<file path="src/rtl/mux_sched_pkg.sv">
// Shared types and constants for the round-robin mux scheduler.
//   N_IN    : number of requesters / mux data inputs
//   SEL_W   : width of the mux select (log2 of N_IN)
//   sel_t   : mux select / requester index
//   state_t : scheduler FSM state
package mux_sched_pkg;

  localparam int N_IN  = 8;
  localparam int SEL_W = 3;

  typedef logic [SEL_W-1:0] sel_t;

  typedef enum logic {
    S_IDLE,
    S_GRANT
  } state_t;

endpackage

</file>
<file path="src/rtl/mux_rr_scheduler_rr_pick.sv">
// Combinational round-robin pick: returns the first set bit of req,
// scanning from index ptr upward with wrap from N_IN-1 back to 0.
//   req   [N_IN-1:0] : request vector
//   ptr   sel_t      : highest-priority index for this pick
//   idx   sel_t      : winning index (0 when nothing found)
//   found 1          : at least one request is set
module rr_pick
  import mux_sched_pkg::*;
(
  input  logic [N_IN-1:0] req,
  input  sel_t            ptr,
  output sel_t            idx,
  output logic            found
);

  logic [2*N_IN-1:0] w_dbl;
  logic [N_IN-1:0]   w_rot;
  sel_t              w_off;

  // Rotate so that req[ptr] lands at bit 0; the doubled vector makes the
  // wrapped bits fall in naturally when shifting right.
  assign w_dbl = {req, req} >> ptr;
  assign w_rot = w_dbl[N_IN-1:0];

  // Priority-encode the lowest set bit of the rotated vector. Scanning from
  // the top down lets the last match (the lowest index) win.
  always_comb begin
    // NOTE: w_off gets a default before the loop so no path leaves it
    // unassigned, which would otherwise infer a latch.
    w_off = '0;
    for (int i = N_IN - 1; i >= 0; i--) begin
      if (w_rot[i]) w_off = sel_t'(i);
    end
  end

  // Un-rotate: the offset is relative to ptr; 3-bit addition wraps mod 8.
  assign idx   = ptr + w_off;
  assign found = |req;

endmodule

</file>
<file path="src/rtl/mux_rr_scheduler.sv">
// Round-robin scheduler sharing an 8:1 single-bit mux among 8 requesters.
// Each grant lasts until the requester drops its request or BURST_LEN
// beats (valid && out_ready) have been accepted; release regrants on the
// same edge when another request is pending, with the releasing requester
// at lowest priority.
//   clk       : rising-edge clock
//   rst       : asynchronous active-high reset
//   req       : per-requester request level
//   out_ready : downstream accepts the mux output this cycle
//   sel       : mux select (index of the granted requester)
//   grant     : one-hot grant, zero when idle
//   valid     : a grant is active, mux output is valid
//   beat_cnt  : beats accepted in the current grant
module mux_rr_scheduler
  import mux_sched_pkg::*;
#(
  parameter int BURST_LEN = 4
) (
  input  logic            clk,
  input  logic            rst,
  input  logic [N_IN-1:0] req,
  input  logic            out_ready,
  output sel_t            sel,
  output logic [N_IN-1:0] grant,
  output logic            valid,
  output logic [3:0]      beat_cnt
);

  state_t          r_state, w_state_n;
  sel_t            r_ptr,   w_ptr_n;
  sel_t            r_sel,   w_sel_n;
  logic [N_IN-1:0] r_grant, w_grant_n;
  logic            r_valid, w_valid_n;
  logic [3:0]      r_beat,  w_beat_n;

  sel_t            w_pick_ptr;
  sel_t            w_idx;
  logic            w_found;
  logic            w_accept;
  logic            w_last;
  logic            w_release;

  // While granted, the only pick that matters is the one taken on release,
  // which starts just after the current owner.
  assign w_pick_ptr = (r_state == S_GRANT) ? r_sel + sel_t'(1) : r_ptr;

  rr_pick u_pick (
    .req   (req),
    .ptr   (w_pick_ptr),
    .idx   (w_idx),
    .found (w_found)
  );

  assign w_accept  = r_valid && out_ready;
  assign w_last    = w_accept && (r_beat == 4'(BURST_LEN - 1));
  // Drop and last beat in the same cycle collapse into one release.
  assign w_release = (r_state == S_GRANT) && (!req[r_sel] || w_last);

  always_comb begin
    w_state_n = r_state;
    w_ptr_n   = r_ptr;
    w_sel_n   = r_sel;
    w_grant_n = r_grant;
    w_valid_n = r_valid;
    w_beat_n  = r_beat;
    case (r_state)
      S_IDLE: begin
        w_beat_n = '0;
        if (w_found) begin
          w_state_n = S_GRANT;
          w_sel_n   = w_idx;
          w_grant_n = N_IN'(1) << w_idx;
          w_valid_n = 1'b1;
        end
      end
      S_GRANT: begin
        if (w_release) begin
          w_ptr_n  = r_sel + sel_t'(1);
          w_beat_n = '0;
          if (w_found) begin
            w_sel_n   = w_idx;
            w_grant_n = N_IN'(1) << w_idx;
          end else begin
            // sel keeps its last value while idle.
            w_state_n = S_IDLE;
            w_grant_n = '0;
            w_valid_n = 1'b0;
          end
        end else if (w_accept) begin
          w_beat_n = r_beat + 4'd1;
        end
      end
      default: w_state_n = S_IDLE;
    endcase
  end

  always_ff @(posedge clk or posedge rst) begin
    if (rst) begin
      r_state <= S_IDLE;
      r_ptr   <= '0;
      r_sel   <= '0;
      r_grant <= '0;
      r_valid <= 1'b0;
      r_beat  <= '0;
    end else begin
      // NOTE: non-blocking assignments so every register samples the
      // pre-edge values regardless of statement order.
      r_state <= w_state_n;
      r_ptr   <= w_ptr_n;
      r_sel   <= w_sel_n;
      r_grant <= w_grant_n;
      r_valid <= w_valid_n;
      r_beat  <= w_beat_n;
    end
  end

  assign sel      = r_sel;
  assign grant    = r_grant;
  assign valid    = r_valid;
  assign beat_cnt = r_beat;

endmodule

</file>
<file path="config.mk">
export PLATFORM = sky130hd
export DESIGN_NAME = mux_rr_scheduler
export DESIGN_NICKNAME = d
export VERILOG_FILES = /design/src/rtl/mux_sched_pkg.sv /design/src/rtl/mux_rr_scheduler_rr_pick.sv /design/src/rtl/mux_rr_scheduler.sv
export SDC_FILE = /design/constraint.sdc
export NUM_CORES = 1
export LEC_CHECK = 0
export ABC_AREA = 1
export BUFFER_PORTS_ARGS = -buffer_cell sky130_fd_sc_hd__buf_2
export CAP_MARGIN = 20
export CORE_MARGIN = 4
export CORE_UTILIZATION = 56
export DETAILED_ROUTE_END_ITERATION = 16
export GPL_ROUTABILITY_DRIVEN = 1
export HOLD_SLACK_MARGIN = 0.03
export MAX_ROUTING_LAYER = met4
export PLACE_DENSITY = 0.79
export SLEW_MARGIN = 20
export SYNTH_ARGS = -nofsm -noshare
export SYNTH_HDL_FRONTEND = slang
export SYNTH_SLANG_ARGS = --single-unit
</file>
<file path="constraint.sdc">
create_clock -name clk -period 3.8 [get_ports clk]
set_clock_uncertainty 0.05 [all_clocks]
set_input_delay 0.38 -clock clk [delete_from_list [all_inputs] [get_ports clk]]
set_output_delay 0.38 -clock clk [all_outputs]
set_load 0.05 [all_outputs]
</file>
==> summary.txt <==
Synth
  – Syn Inst Count: 234
  – Synth Net Count: 248
  – Yosys warns: 0
  – Area share of the leading cell type in the synthesized netlist: 31.2%
  – Syn_area_per_cell: 6.86 sq um
  – Largest area contributor in the netlist: dfrtp_1
  – Sequential area share after synthesis: 31.2%
  – Netlist cell types: 31
  – Seq cells post-synth: 20
  – Top cells by area, synth: dfrtp_1 (31%), nand2_1 (21%), nand3_1 (10%)
  – Synth Cell Area: 1610 sq um

Global route
  – Vias in the first global route: 1,420
  – Global route total overflow: 0
  – Global router's overall resource usage: 22.9%
  – Largest net degree at the start of global routing: 21
  – First-pass GRT wire length: 6240 um
  – GR peak layer: met2
  – Met1 Use GR: 28.5%
  – Initial antenna violation count: 0
  – Met2 Use GR: 38.6%
  – Met3 usage in global routing: 1.47%

Final layout
  – Area occupied by multi-input gates: 992 sq um
  – N_diodes: 0
  – Syn-to-layout area delta: 12.6%
  – Commonest non-fill, non-tap cell in the layout: nand2_1
  – Most frequent cells in the layout: nand2_1 (88), nand3_1 (33), buf_2 (26), inv_1 (20), dfrtp_1 (20)
  – Share of cells above drive strength 1: 21.0%
  – Fillers: 255
  – Register area: 500 sq um
  – NumNets Final: 277

Setup path
  – Critical-path cell list: ha_1 -> inv_1 -> nand2_1 -> o21ai_4 -> nand2_1 -> nand3_1 -> nand2_1 -> inv_1 -> nand2_1 -> nand2_1 -> nand2_1 -> nand2_1 -> nand3_2 -> fa_1 -> xor2_1 -> inv_1 -> nand3_1 -> nand2_1 -> nor2_2 -> nand3_1 -> nand2_1
  – Maximum net fanout on the critical path: 11
  – Reg2Reg Depth: 21
  – Reg2reg end: grant[0]
  – Setup crit end kind: flip-flop
  – Buffers & Inverters on Critical Path: 3
  – Critical path arrival: 3.55 ns
  – Crit-path leading delay family: simple AND/OR/NAND/NOR gates
  – Cell mode on critical path: nand2_1
  – CP max-delay cell: dfrtp_1
  – Setup CP Type: reg -> reg
  – Largest stage delay, worst path: 0.58 ns
  – R2R Path Start: sel[0]
  – Startpoint Class: flip-flop
  – Stages on worst setup path: 21
  – Reg2Reg Setup Slack: 0.45 ns
  – Worst endpoint required time: 4.00 ns

Floorplan
  – Core Area: 2760 sq um
  – Die Span Y: 61.5 um
  – Die ar.: 3790 sq um
  – Chip width: 61.5 um
  – Initial core utilization: 58.2%
  – Ports: 27
  – Rows: 19

Drt
  – Drt pass-1 iters: 4
  – Iteration-0 DRC Markers: 114
  – WL/cell: 12.4 um
  – DRC: 0
  – Final ANT Viol Nets: 0
  – DR vias/cell: 5.43
  – Routed vias: 1,590
  – Final wirelength: 3650 um

Clocking
  – Post-CTS setup buffer count: 0
  – Hold bufs inserted after CTS: 0
  – # resized after CTS: 0
  – CTS tree: yes
  – H-tree levels: 1
  – Clock root cell: clkbuf_4
  – Skew-Pair Late Insertion Delay: 0.30 ns
  – Reg clk slew, reported paths: 0.11 ns
  – Clock buffer depth: 2
  – CTS Sinks: 20
  – Total CTS buffers: 3

STA
  – Final slew viol count: 0
  – RSZ-0062 raised after global routing: no
  – Hold Vio Cnt, Final: 0
  – Max-slew headroom: 52.2%
  – Period utilization: 88.3%
  – Min Clock Period, post-route: 3.35 ns
  – Final setup vio count: 0
  – Total negative setup slack: 0 ns
  – Fmax: 298 MHz
  – Worst Tran Pin Value: 0.716 ns

Run status
  – Run status: complete, no violations

Flow run
  – Maxcap violations: 0

Place
  – Buffers on Ports: 26
  – Detailed Place HPWL: 2830 um
  – Placer Congestion: 0.867

Worst hold path
  – HP Class: in -> async
==> logic make-up (layout without fill, tap and decap cells) <==
kind of cell | Yosys count | in the layout | share of synthesized area [%]
and+or+nand+nor | 158 | 158 | 46.1
AOI/OAI and AO/OA | 24 | 24 | 10.8
DFF | 20 | 20 | 31.2
adders and majority gates | 3 | 3 | 2.81
xor gates and xnor gates | 4 | 4 | 2.18
buffers and inverters | 25 | 53 | 7.01
==> flip-flops by register name (all words and copies together), names as in the netlist <==
name / flops
grant: 8
beat_cnt: 4
r_ptr: 3
sel: 3
r_state: 1
valid: 1
==> Yosys cell counts, drive strengths merged <==
master,n
ha,2
fa,1
inv,23
a21oi,5
xnor2,1
o21ai,15
o211ai,1
xor2,3
nand2,99
nor3,1
or2,1
o21bai,1
nand4,6
o311ai,1
a211oi,1
nor2,17
buf,2
dfrtp,20
nand3,34
==> worst max-delay path by stage <==
stage / startpoint / end / slack, ns
floorplan: sel[1] / grant[1] / 0.62
global placement: sel[0] / grant[1] / 0.58
detailed placement: sel[0] / grant[1] / 0.50
CTS: sel[0] / grant[1] / 0.47
global route: sel[0] / grant[3] / 0.05
finish: sel[0] / grant[0] / 0.45
==> final cells by class <==
class                           instances  area share [%]
Sequential cell                        20            27.7
Tap cell                               31            2.15
Clock buffer                            3            1.25
Clock inverter                          1            1.66
Inverter                               23            5.19
Multi-Input combinational cell        189            54.9
Timing Repair Buffer                   26            7.20
==> metrics by stage <==
| step | setup WS, ns | cell area [sq um] | util [%] | hold WS, ns | std cells |
|---|---|---|---|---|---|
| after floorplan | 0.618 | 1610 | - | 0.294 | 234 |
| after global placement | 0.576 | 1760 | 63.7 | 0.410 | 289 |
| after detailed placement | 0.496 | 1760 | 63.7 | 0.417 | 289 |
| after CTS | 0.470 | 1810 | 65.6 | 0.145 | 293 |
| after global routing | 0.0462 | 1810 | 65.6 | 0.172 | 293 |
| final | 0.445 | 1810 | 65.6 | 0.126 | 293 |
==> metal layers <==
layer / part of all wire (%) / vias to the layer above
met2: 49 / 30
met3: 3.7 / 6
li1: - / 820
met5: 0 / -
met4: 1.6 / 0
met1: 45 / 734
Power is left out: the tool's default activity adds up to more than one toggle a clock period on the data nets, which glitch-free logic cannot reach.
